==> src/rtl/hilo_muldiv_sequencer_if.sv <==
// HI/LO multiply sequencer port bundle.
// Request/operand inputs from EX and ID; Busy/Stall/Done/HI/LO back out.
interface hilo_muldiv_sequencer_if #(
  parameter int WIDTH = 32
);
  logic             Start;
  logic [2:0]       OpSel;
  logic [WIDTH-1:0] OperandA;
  logic [WIDTH-1:0] OperandB;
  logic             ReadHiLo;
  logic             Busy;
  logic             Stall;
  logic             Done;
  logic [WIDTH-1:0] HI;
  logic [WIDTH-1:0] LO;

  modport master (
    output Start, OpSel, OperandA, OperandB, ReadHiLo,
    input  Busy, Stall, Done, HI, LO
  );

  modport slave (
    input  Start, OpSel, OperandA, OperandB, ReadHiLo,
    output Busy, Stall, Done, HI, LO
  );
endinterface

==> src/rtl/hilo_muldiv_sequencer.sv <==
// Iterative shift-add multiplier that owns HI/LO (mult/multu/madd/msub/mthi/mtlo).
// Ports: Clk, Rst (async, active high), bus = slave side of the sequencer interface.
module hilo_muldiv_sequencer #(
  parameter int WIDTH = 32
) (
  input  logic                   Clk,
  input  logic                   Rst,
  hilo_muldiv_sequencer_if.slave bus
);

  localparam int W2 = 2 * WIDTH;
  localparam int CW = $clog2(WIDTH) + 1;

  localparam logic [2:0] OP_MULT  = 3'b000;
  localparam logic [2:0] OP_MULTU = 3'b001;
  localparam logic [2:0] OP_MADD  = 3'b010;
  localparam logic [2:0] OP_MSUB  = 3'b011;
  localparam logic [2:0] OP_MTHI  = 3'b100;
  localparam logic [2:0] OP_MTLO  = 3'b101;

  typedef enum logic [1:0] {
    IDLE,
    CALC,
    FIN
  } state_t;

  state_t           state_q;
  logic [2:0]       op_q;
  logic             sign_q;
  logic [CW-1:0]    cnt_q;
  logic [W2-1:0]    mcand_q;
  logic [WIDTH-1:0] mplier_q;
  logic [W2-1:0]    acc_q;
  logic [WIDTH-1:0] hi_q;
  logic [WIDTH-1:0] lo_q;
  logic             done_q;

  logic             signed_op;
  logic [WIDTH-1:0] abs_a;
  logic [WIDTH-1:0] abs_b;
  logic [W2-1:0]    prod;
  logic [W2-1:0]    hilo_d;

  // Negating the most negative value yields 2^(W-1), which is the
  // correct magnitude once treated as unsigned.
  always_comb begin
    signed_op = (bus.OpSel != OP_MULTU);
    abs_a = bus.OperandA;
    abs_b = bus.OperandB;
    if (signed_op && bus.OperandA[WIDTH-1])
      abs_a = -bus.OperandA;
    if (signed_op && bus.OperandB[WIDTH-1])
      abs_b = -bus.OperandB;
  end

  always_comb begin
    prod = sign_q ? -acc_q : acc_q;
    unique case (op_q)
      OP_MADD: hilo_d = {hi_q, lo_q} + prod;
      OP_MSUB: hilo_d = {hi_q, lo_q} - prod;
      default: hilo_d = prod;
    endcase
  end

  always_ff @(posedge Clk or posedge Rst) begin
    if (Rst) begin
      state_q  <= IDLE;
      op_q     <= OP_MULT;
      sign_q   <= 1'b0;
      cnt_q    <= '0;
      mcand_q  <= '0;
      mplier_q <= '0;
      acc_q    <= '0;
      hi_q     <= '0;
      lo_q     <= '0;
      done_q   <= 1'b0;
    end else begin
      done_q <= 1'b0;
      unique case (state_q)
        IDLE: begin
          if (bus.Start) begin
            unique case (bus.OpSel)
              OP_MTHI: hi_q <= bus.OperandA;
              OP_MTLO: lo_q <= bus.OperandA;
              OP_MULT, OP_MULTU, OP_MADD, OP_MSUB: begin
                op_q     <= bus.OpSel;
                sign_q   <= signed_op &
                            (bus.OperandA[WIDTH-1] ^
                             bus.OperandB[WIDTH-1]);
                mcand_q  <= {{WIDTH{1'b0}}, abs_a};
                mplier_q <= abs_b;
                acc_q    <= '0;
                cnt_q    <= '0;
                state_q  <= CALC;
              end
              default: ;
            endcase
          end
        end
        CALC: begin
          if (mplier_q[0])
            acc_q <= acc_q + mcand_q;
          mcand_q  <= mcand_q << 1;
          mplier_q <= mplier_q >> 1;
          cnt_q    <= cnt_q + 1'b1;
          if (cnt_q == CW'(WIDTH - 1))
            state_q <= FIN;
        end
        FIN: begin
          {hi_q, lo_q} <= hilo_d;
          done_q       <= 1'b1;
          state_q      <= IDLE;
        end
        default: state_q <= IDLE;
      endcase
    end
  end

  assign bus.Busy  = (state_q != IDLE);
  assign bus.Stall = bus.Busy & (bus.Start | bus.ReadHiLo);
  assign bus.Done  = done_q;
  assign bus.HI    = hi_q;
  assign bus.LO    = lo_q;

endmodule

==> src/flat_wrapper.sv <==
// flat-port wrapper written by rule: the top's interface ports become plain ports
module hilo_muldiv_sequencer_flat 
#(
  parameter int WIDTH = 32
)
  (Clk, Rst, bus_Start, bus_OpSel, bus_OperandA, bus_OperandB, bus_ReadHiLo, bus_Busy, bus_Stall, bus_Done, bus_HI, bus_LO);
  hilo_muldiv_sequencer_if #(.WIDTH(WIDTH)) bus_i ();
  input  logic Clk;
  input  logic Rst;
  input wire logic [$bits(bus_i.Start)-1:0] bus_Start;
  input wire logic [$bits(bus_i.OpSel)-1:0] bus_OpSel;
  input wire logic [$bits(bus_i.OperandA)-1:0] bus_OperandA;
  input wire logic [$bits(bus_i.OperandB)-1:0] bus_OperandB;
  input wire logic [$bits(bus_i.ReadHiLo)-1:0] bus_ReadHiLo;
  output wire logic [$bits(bus_i.Busy)-1:0] bus_Busy;
  output wire logic [$bits(bus_i.Stall)-1:0] bus_Stall;
  output wire logic [$bits(bus_i.Done)-1:0] bus_Done;
  output wire logic [$bits(bus_i.HI)-1:0] bus_HI;
  output wire logic [$bits(bus_i.LO)-1:0] bus_LO;
  assign bus_i.Start = bus_Start;
  assign bus_i.OpSel = bus_OpSel;
  assign bus_i.OperandA = bus_OperandA;
  assign bus_i.OperandB = bus_OperandB;
  assign bus_i.ReadHiLo = bus_ReadHiLo;
  assign bus_Busy = bus_i.Busy;
  assign bus_Stall = bus_i.Stall;
  assign bus_Done = bus_i.Done;
  assign bus_HI = bus_i.HI;
  assign bus_LO = bus_i.LO;
  hilo_muldiv_sequencer #(.WIDTH(WIDTH)) u_core (.Clk(Clk), .Rst(Rst), .bus(bus_i));
endmodule
==> config.mk <==
export PLATFORM = sky130hd
export DESIGN_NAME = hilo_muldiv_sequencer_flat
export DESIGN_NICKNAME = d
export VERILOG_FILES = /design/src/rtl/hilo_muldiv_sequencer_if.sv /design/src/rtl/hilo_muldiv_sequencer.sv /design/src/flat_wrapper.sv
export SDC_FILE = /design/constraint.sdc
export NUM_CORES = 1
export LEC_CHECK = 0
export ABC_CLOCK_PERIOD_IN_PS = 6700
export CORE_ASPECT_RATIO = 1.75
export CORE_MARGIN = 3
export CORE_UTILIZATION = 50
export DETAILED_ROUTE_END_ITERATION = 8
export PLACE_DENSITY_LB_ADDON = 0.1
export SYNTH_ARGS = -nofsm -noshare
export SYNTH_HDL_FRONTEND = slang
export SYNTH_SLANG_ARGS = --single-unit
==> constraint.sdc <==
create_clock -name Clk -period 6.7 [get_ports Clk]
set_input_delay 0.67 -clock Clk [delete_from_list [all_inputs] [get_ports Clk]]
set_output_delay 0.67 -clock Clk [all_outputs]
set_load 0.02 [all_outputs]
# After elaboration in Yosys (flattened, before gate mapping)

Index checks and enable logic that the tools add are counted.
W data, S select, Z words.

Flip-flop bits (word level): 237
Output and inout bits: 67
Logic and storage cells: 80

Add/sub/neg operators: 7
Equality and inequality tests: 17
Mux-type cells: 28
Bitwise logic cells: 4
Reduce and logical (&&, ||, !) cells: 14

Operators with widths:

| kind                  | number |
|---|---|
| $mux W64              | 6 |
| $pmux W64 S2          | 3 |
| $mux W32              | 8 |
| $pmux W32 S2          | 3 |
| $add A64 B64 Y64      | 2 |
| $neg A32 Y32          | 2 |
| $neg A64 Y64          | 1 |
| $sub A64 B64 Y64      | 1 |
| $reduce_and A3 Y1     | 5 |
| $eq A3 B2 Y1 const B  | 4 |
| $mux W6               | 2 |
| $pmux W6 S2           | 1 |
| $ne A2 B2 Y1 const B  | 4 |
| $add A6 B1 Y6 const B | 1 |
| $eq A3 B3 Y1 const B  | 2 |
| $eq A6 B5 Y1 const B  | 1 |
| $mux W2               | 3 |
| $reduce_bool A2 Y1    | 3 |
| $ne A2 B1 Y1 const B  | 2 |
| $pmux W2 S2           | 1 |
| $reduce_and A4 Y1     | 1 |
| $reduce_or A4 Y1      | 1 |
| $eq A3 B1 Y1 const B  | 1 |
| $logic_not A3 Y1      | 1 |
| other kinds (9)       | 11 |

# Depth between registers and ports, before layout

Gate-level depths: netlist of run 1.

Depth in word-level cells: 6
Depth in mapped cells: 34
Mapped depth without buffers: 30

# Least setup slack after synthesis of run 1

No wires, ideal clock.

Path kind: register -> register
From: register u_core.acc_q[0]
To: register u_core.hi_q[26], in the netlist u_core.bus.HI[26]
Setup time: 0.139 ns
Data arrival time: 5.984 ns
Slack: 0.577 ns
Cell stages (with the launch flop): 34
Path buffers: 3
Clock period less this slack: 6.123 ns
Path through: dfrtp_1 clkbuf_1 inv_1 ha_1 nor2b_1 clkbuf_1 nand3_1 a2111oi_0 o21ai_1 nor3_1 nand3_1 nor2_1 nand2_1 nor2_1 inv_1 nor2_1 a21oi_1 xor2_1 ha_1 clkbuf_1 and3_1 and2_1 a221oi_1 o21ai_0 nand3_1 a31oi_1 nor2_1 o21ai_1 a311oi_1 o21ai_1 a41o_1 a21oi_1 xor2_1 o221ai_1

Word-level cells in the longest chain between the ends: 5
Elaborated cells between the ends (all ways): 6
Those cells by class: add/sub: 3; mux: 3

RTL lines:

| element                                                     | RTL line                                                 | source |
|---|---|---|
| start: declaration                                          | hilo_muldiv_sequencer.sv:33                              | `logic [W2-1:0] acc_q;` |
| start signal: assignment                                    | hilo_muldiv_sequencer.sv:102                             | `acc_q <= acc_q + mcand_q;` |
| $neg A64 Y64                                                | hilo_muldiv_sequencer.sv:57                              | `prod = sign_q ? -acc_q : acc_q;` |
| $mux W64 (*)                                                | hilo_muldiv_sequencer.sv:57                              |  |
| $sub A64 B64 Y64 / $add A64 B64 Y64 (equally long branches) | hilo_muldiv_sequencer.sv:60, hilo_muldiv_sequencer.sv:59 |  |
| $pmux W64 S2 (*)                                            | hilo_muldiv_sequencer.sv:58                              | `unique case (op_q)` |
| $pmux W32 S2 (*)                                            | hilo_muldiv_sequencer.sv:79                              | `unique case (state_q)` |
| end signal: assignment                                      | hilo_muldiv_sequencer.sv:83                              | `OP_MTHI: hi_q <= bus.OperandA;` |
| end signal: assignment                                      | hilo_muldiv_sequencer.sv:110                             | `{hi_q, lo_q} <= hilo_d;` |
| end: declaration                                            | hilo_muldiv_sequencer.sv:34                              | `logic [WIDTH-1:0] hi_q;` |

Every way passes the cells marked *; elsewhere a longest branch is shown, timed or not.
A chain may end at the register's enable or synchronous reset.

# Worst setup path in the final report of run 1

From: register u_core.acc_q[6]
To: register u_core.hi_q[29], in the netlist u_core.bus.HI[29]

The elaborated chain is that of the path after synthesis.

==> out/metrics.csv, run 1 <==
stage,metric,value,unit
setup_path,worst_setup_path_end_kind,register,
clock_tree,cts.reportedPaths.clkPinSlew,0.07,ns
floorplan,design.portCount,138,
placed_design,io_buffers,137,
sta,setup-violations-final,0,
flow_run,cap_viol_max_count,0,
cells_and_area,share_of_layout_cells_above_drive_strength_1,9.114,%
detailed_routing,met1Wirelength,29.43,mm
clock_tree,cts-root-to-sink-buffers,3,
yosys,async_flop_share,100.0,%
cells_and_area,flow.area_growth_from_synthesis,16.67,%
global_routing,grtUsageTotal,33.78,%
yosys,synth_cells,2630,
setup_path,critical_path.reg2reg.startpoint,u_core.acc_q[6]$_DFFE_PP0P_,
floorplan,die-area,44920,µm²
detailed_routing,detailed_route_via_count,20943,
yosys,synth_compound_area_share,28.09,%
detailed_routing,topmost_layer_with_routed_signal_wires,met4,
detailed_routing,drc_errors,0,
setup_path,r2r-end,u_core.bus.HI[29]$_DFFE_PP0P_,
setup_path,setup.reg_to_reg.worst_slack,0.25,ns
floorplan,row_cnt,99,
clock_tree,tritoncts.num_buffers,27,
outcome,run_status,finished clean,
detailed_routing,drt-vias-per-instance,6.267,
setup_path,timing.critical_path.arrival,6.90,ns
yosys,syn-cell-area,21160,µm²
sta,timing.final.crit_period,6.450,ns
detailed_routing,met2_wirelength,37.75,mm
cells_and_area,layout.cell_area.non_filler,24690,µm²
yosys,synthSimpleGateAreaFrac,18.08,%
cells_and_area,fin_nets,2970,
global_routing,grt-ovfl-total,0,
setup_path,critical_path_end,u_core.bus.HI[29]$_DFFE_PP0P_,
cells_and_area,antenna_cells_inserted,0,
yosys,synth_xor_area_share,12.78,%
setup_path,worstPathCellList,or4_1 > o31ai_1 > xor2_1 > o21ai_1 > nor3_2 > nand3_1 > nor2_1 > nand2_1 > buf_4 > o21ai_0 > xnor2_1 > ha_1 > a21o_1 > a211oi_2 > o21ai_1 > a311o_1 > a31o_2 > a221o_1 > a31oi_2 > o21bai_2 > a221oi_2 > xor2_1 > o221ai_1,
clock_tree,htreeDepth,1,
clock_tree,clock_sinks,237,
sta,tightestPinTransition,1.181,ns
setup_path,worst_r2r_path_depth,23,
yosys,synth.ff_latch_count,237,
floorplan,core-area,41740,µm²
global_routing,grt_antenna_before_repair,0,
yosys,synthMuxAreaShare,1.667,%
detailed_routing,antenna_violating_nets_post_route,0,
yosys,synthFlopType,dfrtp_1,
yosys,largest_family_of_logic_cells_by_synthesized_area,compound AO/OA/AOI/OAI gates,
placed_design,detailedPlace.worstSlack,-0.09914,ns
yosys,synth_edf_count,0,
hold_path,worst_min_delay_path_class,primary input to async pin,
sta,hold_violations,0,
yosys,ys.warnings.count,0,
cells_and_area,utilization,59.14,%
yosys,syn-mean-instance-area,8.046,µm²
placed_design,routabilityCongestion,0.9649,
detailed_routing,post_drt_wl_per_cell,23.15,µm
clock_tree,clock-root-buffer,clkbuf_16,
detailed_routing,first_iter_violations,1464,
sta,finClkSkew,0.03302,ns
setup_path,worst_setup_path_start_kind,register,
sta,timing.max_slew.rel_slack,21.24,%
clock_tree,clk-insertion-delay-late,0.59,ns
yosys,seq_area_frac_synth,28.03,%
yosys,synth_cell_types,93,
sta,hold-worst-slack,0.4228,ns
floorplan,die_extent_in_y,278.1,µm
sta,max_clock_freq,155.0,MHz
setup_path,worstPathRequired,7.15,ns
placed_design,dpl_cell_area,23560,µm²
clock_tree,cts_hold_buffers,0,
clock_tree,cts_tree,done,
setup_path,cp_max_fo,8,
detailed_routing,met3_length,3.882,mm
placed_design,dp.final_hpwl,59.56,mm
sta,final-max-slew-violation-count,0,
setup_path,critical_path_start,u_core.acc_q[6]$_DFFE_PP0P_,
setup_path,crit_slowest_cell,or4_1,
yosys,synth_fp_nets,2833,
setup_path,path_class,register to register,
detailed_routing,detail_route.first_pass.iterations,6,
sta,setup_slack_of_the_critical_path_after_layout,0.2497,ns
global_routing,grt_first_pass_wirelength,119.3,mm
global_routing,vias_in_the_first_global_route,20891,
sta,layout_worst_path_cycle_share,96.27,%
floorplan,initial_utilization,50.69,%
yosys,synth-adder-area-share,7.876,%
floorplan,chipWidth,161.5,µm
setup_path,worst_path_largest_cell_delay,0.63,ns
global_routing,grt_start_max_net_pins,152,
detailed_routing,postRouteWirelength,77.37,mm
==> worst min path at each step <==
stage                                         start                              end  slack (ns)
detailed placement  u_core.mplier_q[22]$_DFFE_PP0P_  u_core.mplier_q[22]$_DFFE_PP0P_        0.47
CTS                                             Rst    u_core.bus.HI[20]$_DFFE_PP0P_        0.42
global placement    u_core.mplier_q[21]$_DFFE_PP0P_  u_core.mplier_q[21]$_DFFE_PP0P_        0.46
floorplan           u_core.mplier_q[31]$_DFFE_PP0P_  u_core.mplier_q[31]$_DFFE_PP0P_        0.45
finish                                          Rst    u_core.bus.HI[20]$_DFFE_PP0P_        0.42
global route                                    Rst    u_core.bus.HI[20]$_DFFE_PP0P_        0.43
==> cell usage after synthesis, types with 5 or more instances <==
| cell type | instances | area (µm²) |
|---|---|---|
| dfrtp_1 | 237 | 5931 |
| mux2i_1 | 33 | 330.3 |
| buf_2 | 7 | 35.03 |
| nor2b_1 | 26 | 162.7 |
| a22oi_1 | 29 | 217.7 |
| nor3_1 | 42 | 210.2 |
| o221ai_1 | 5 | 43.79 |
| and4_1 | 5 | 43.79 |
| a211oi_1 | 19 | 142.6 |
| nand2_1 | 294 | 1104 |
| or3_1 | 23 | 143.9 |
| nand4_1 | 35 | 219.0 |
| xor2_1 | 168 | 1471 |
| nand3b_1 | 5 | 37.54 |
| o21ai_1 | 12 | 60.06 |
| o22ai_1 | 10 | 62.56 |
| nand3_1 | 40 | 200.2 |
| and3_1 | 20 | 125.1 |
| inv_1 | 41 | 153.9 |
| ha_1 | 130 | 1627 |
| nor4_1 | 21 | 131.4 |
| o31a_1 | 6 | 52.55 |
| o211ai_1 | 37 | 277.8 |
| o21a_1 | 17 | 127.6 |
| a21oi_1 | 220 | 1101 |
| a21o_1 | 83 | 623.1 |
| nor2_1 | 173 | 649.4 |
| a31oi_1 | 30 | 187.7 |
| xnor2_1 | 139 | 1217 |
| nand2b_1 | 28 | 175.2 |
| o41ai_1 | 22 | 192.7 |
| a221o_1 | 5 | 50.05 |
| o21bai_1 | 15 | 112.6 |
| a221oi_1 | 7 | 61.31 |
| buf_1 | 10 | 37.54 |
| o31ai_1 | 37 | 277.8 |
| clkbuf_1 | 129 | 484.2 |
| or2_2 | 13 | 81.33 |
| and2_1 | 17 | 106.4 |
| a22o_1 | 40 | 350.3 |
| o21ai_0 | 306 | 1531 |
| or4_1 | 9 | 67.56 |
==> through the flow <==
stage | instances | TNS [ns]
floorplan | 2630 | 0
global placement | 3288 | -0.03589
detailed placement | 3288 | -0.1065
CTS | 3337 | 0
global route | 3342 | -0.2574
finish | 3342 | 0
==> routing by layer <==
| metal | up-vias | global-route usage [%] |
|---|---|---|
| li1 | 9888 | - |
| met1 | 10116 | 39.19 |
| met2 | 715 | 58.69 |
| met3 | 224 | 3.172 |
| met4 | 0 | 22.61 |
| met5 | - | 0 |
==> registers in the layout (all words and copies together), names as in the netlist <==
register	count
u_core.state_q	2
u_core.bus.Done	1
u_core.mcand_q	64
u_core.bus.HI	32
u_core.sign_q	1
u_core.op_q	3
u_core.acc_q	64
u_core.mplier_q	32
u_core.bus.LO	32
u_core.cnt_q	6
==> kinds of logic (layout without fill, tap and decap cells) <==
kind of cell	Yosys count	count (layout)
AO/OA/AOI/OAI	945	945
AND/OR/NAND/NOR	783	783
XOR/XNOR	308	308
flip-flops	237	237
buffers and inverters	190	347
adder cells (fa/ha/maj)	132	132
multiplexers	35	35
==> placed cells by master, fill, tap and decap left out, types with 119 or more instances in the layout <==
cell type        netlist  final
clkdlybuf4s50_1        0    137
nand2_1              294    294
xnor2_1              139    139
nor2_1               173    171
o21ai_0              306    303
xor2_1               168    167
buf_4                  1    119
dfrtp_1              237    233
ha_1                 130    130
a21oi_1              220    219
==> worst max-delay path, delay by kind of cell (launching register included) <==
kind | cells | cell delay [ns]
fa+ha+maj | 1 | 0.32
xor+xnor | 3 | 0.53
compound gates | 13 | 3.38
simple gates | 5 | 1.36
buf+inv | 1 | 0.22
flops | 1 | 0.50
==> timing repair <==
item | CTS | global route
buffers inserted | 0 | 5
pin swaps | 0 | 7
endpoints found under the setup margin | 2 | 16
gates resized for setup | 3 | 27
==> area by class of cell <==
class	instances	area [µm²]
clock buffer	31	700.7
clock inverter	18	252.7
sequential	237	5936
tap	555	694.4
inverter	41	157.7
multi-input combinational	2203	14660
fill	3921	17060
timing repair buffer	257	2285
Power of run 1 is left out: the tool's default activity adds up to more than one toggle a clock period on the data nets, which glitch-free logic cannot reach.
==> run 2: changes to the inputs <==
--- a/config.mk
+++ b/config.mk
@@ -6,5 +6,5 @@
 export NUM_CORES = 1
 export LEC_CHECK = 0
-export ABC_CLOCK_PERIOD_IN_PS = 6700
+export ABC_CLOCK_PERIOD_IN_PS = 7800
 export CORE_ASPECT_RATIO = 1.75
 export CORE_MARGIN = 3
==> constraint.sdc (replaced) <==
create_clock -name Clk -period 7.8 [get_ports Clk]
set_input_delay 0.78 -clock Clk [delete_from_list [all_inputs] [get_ports Clk]]
set_output_delay 0.78 -clock Clk [all_outputs]
set_load 0.005 [all_outputs]
==> run 2 against run 1 <==
Compared with the run above:
- core utilization decreased by 1.9 points
- critical path type unchanged
- sequential share of layout area grew 0.76 points
- via count is 1.4% lower
==> out/metrics.csv, run 2 (synthesis gave the netlist of run 1 again) <==
stage,metric,value,unit
floorplan,core-area,41740,µm²
sta,hold_violations,0,
floorplan,row_cnt,99,
detailed_routing,antenna_violating_nets_post_route,0,
cells_and_area,highest_count_cells_in_the_layout_ignoring_fill_and_taps,"o21ai_0, nand2_1, dfrtp_1",
outcome,run_status,finished clean,
placed_design,io_buffers,137,
cells_and_area,largestRegisters,"u_core.acc_q (64), u_core.mcand_q (64)",
sta,fin_setup_tns,0,ns
global_routing,grtUsageTotal,32.29,%
setup_path,cp_max_fo,10,
sta,setup-violations-final,0,
clock_tree,cts.reportedPaths.clkPinSlew,0.08,ns
sta,timing.max_slew.rel_slack,27.39,%
detailed_routing,postRouteWirelength,74.81,mm
hold_path,worst_min_delay_path_class,register to register,
detailed_routing,drc_errors,0,
floorplan,die_extent_in_y,278.1,µm
cells_and_area,share_of_layout_cells_above_drive_strength_1,5.376,%
placed_design,routabilityCongestion,1.063,
flow_run,cap_viol_max_count,0,
setup_path,worstPathRequired,8.24,ns
cells_and_area,flow.area_growth_from_synthesis,13.01,%
sta,tightestPinTransition,1.089,ns
sta,max_clock_freq,138.5,MHz
global_routing,grt_first_pass_wirelength,115.7,mm
floorplan,die-area,44920,µm²
clock_tree,cts_hold_buffers,0,
clock_tree,htreeDepth,1,
global_routing,grt_start_max_net_pins,121,
setup_path,worst_setup_path_end_kind,register,
sta,finClkSkew,0.01852,ns
cells_and_area,fin_nets,2880,
sta,unrepaired_setup_endpoints_after_global_routing,no,
setup_path,path_class,register to register,
floorplan,design.portCount,138,
cells_and_area,final_common_cell,o21ai_0,
cells_and_area,filler_cell_count,3944,
detailed_routing,first_iter_violations,1418,
setup_path,worst_setup_path_start_kind,register,
setup_path,worst_path_largest_cell_delay,0.59,ns
clock_tree,tritoncts.num_buffers,26,
setup_path,timing.critical_path.arrival,7.65,ns
sta,timing.final.crit_period,7.218,ns
sta,final-max-slew-violation-count,0,
clock_tree,clk-insertion-delay-late,0.58,ns
floorplan,chipWidth,161.5,µm
global_routing,grt_antenna_before_repair,0,
global_routing,vias_in_the_first_global_route,20573,
detailed_routing,detailed_route_via_count,20655,
clock_tree,clock-root-buffer,clkbuf_16,
floorplan,initial_utilization,50.69,%
detailed_routing,post_drt_wl_per_cell,22.99,µm
clock_tree,clock_sinks,237,
detailed_routing,drt-vias-per-instance,6.348,
clock_tree,cts-root-to-sink-buffers,3,
placed_design,dp.final_hpwl,56.55,mm
setup_path,crit_slowest_cell,a2111oi_0,
sta,layout_worst_path_cycle_share,92.54,%
clock_tree,cts_tree,done,
global_routing,grt-ovfl-total,0,
detailed_routing,detail_route.first_pass.iterations,5,
## run 2: cell types whose count changed in the layout (fill, tap and decap cells not counted), moves of 3 or more
| cell | before | now |
|---|---|---|
| dfrtp_2 | 4 | 1 |
| nor3_2 | 7 | 4 |
| buf_4 | 119 | 31 |
| dfrtp_1 | 233 | 236 |
| clkinv_4 | 7 | 1 |
| nor3_1 | 38 | 42 |
| o21ai_0 | 303 | 306 |
## run 2: worst paths after layout
kind	startpoint	to	slack, ns	cells past startpoint
worst max-delay path	u_core.acc_q[0]$_DFFE_PP0P_	u_core.bus.HI[29]$_DFFE_PP0P_	0.58	25
worst min-delay path	u_core.mplier_q[23]$_DFFE_PP0P_	u_core.mplier_q[23]$_DFFE_PP0P_	0.48	2
worst max register to register	u_core.acc_q[0]$_DFFE_PP0P_	u_core.bus.HI[29]$_DFFE_PP0P_	0.58	25
worst min register to register	u_core.mplier_q[23]$_DFFE_PP0P_	u_core.mplier_q[23]$_DFFE_PP0P_	0.48	2
max in group asynchronous	Rst	u_core.mcand_q[34]$_DFFE_PP0P_	5.45	3
min in group asynchronous	Rst	u_core.mcand_q[19]$_DFFE_PP0P_	0.77	2
## run 2: layout make-up
class	count	area, µm²	area share, %
Inverter	41	161.4	0.6749
Tap cell	555	694.4	2.904
Clock buffer	30	696.9	2.914
Sequential cell	237	5932	24.81
Multi-Input combinational cell	2203	14530	60.76
Timing Repair Buffer	168	1604	6.707
Clock inverter	18	289.0	1.209
Antenna cell	2	5.005	0.02093
## run 2: what timing repair did
action,CTS,global route
endpoints found under the setup margin,0,5
setup buffers,0,0
gates resized for setup,0,1
## run 2: metal layers
metal	track usage, %	vias up	share of wire [%]
li1	-	9706	-
met1	37.43	10032	38
met2	56.39	715	49
met3	3.470	202	5.4
met4	20.51	0	7.5
met5	0	-	0
## run 2: metrics by stage
step                      cell area (µm²)  utilization, %  setup slack, ns  hold WS [ns]  cells
after floorplan                     21160               -           0.5170        0.4488   2630
after global placement              22920           54.91           0.7391        0.4622   3204
after detailed placement            22920           54.91           0.5762        0.4746   3204
after CTS                           23910           57.27           0.5839        0.4885   3252
after global routing                23910           57.28          0.01788        0.5231   3252
final                               23910           57.29           0.5822        0.4829   3254
## run 2: critical path: cells and delay by family (launching register included)
kind | cells | cell delay, ns
compound gates | 13 | 4.05
simple gates | 7 | 1.41
fa+ha+maj | 2 | 0.65
flops | 1 | 0.50
xor+xnor | 2 | 0.37
buf+inv | 1 | 0.10
Power of run 2 is left out for the same reason.
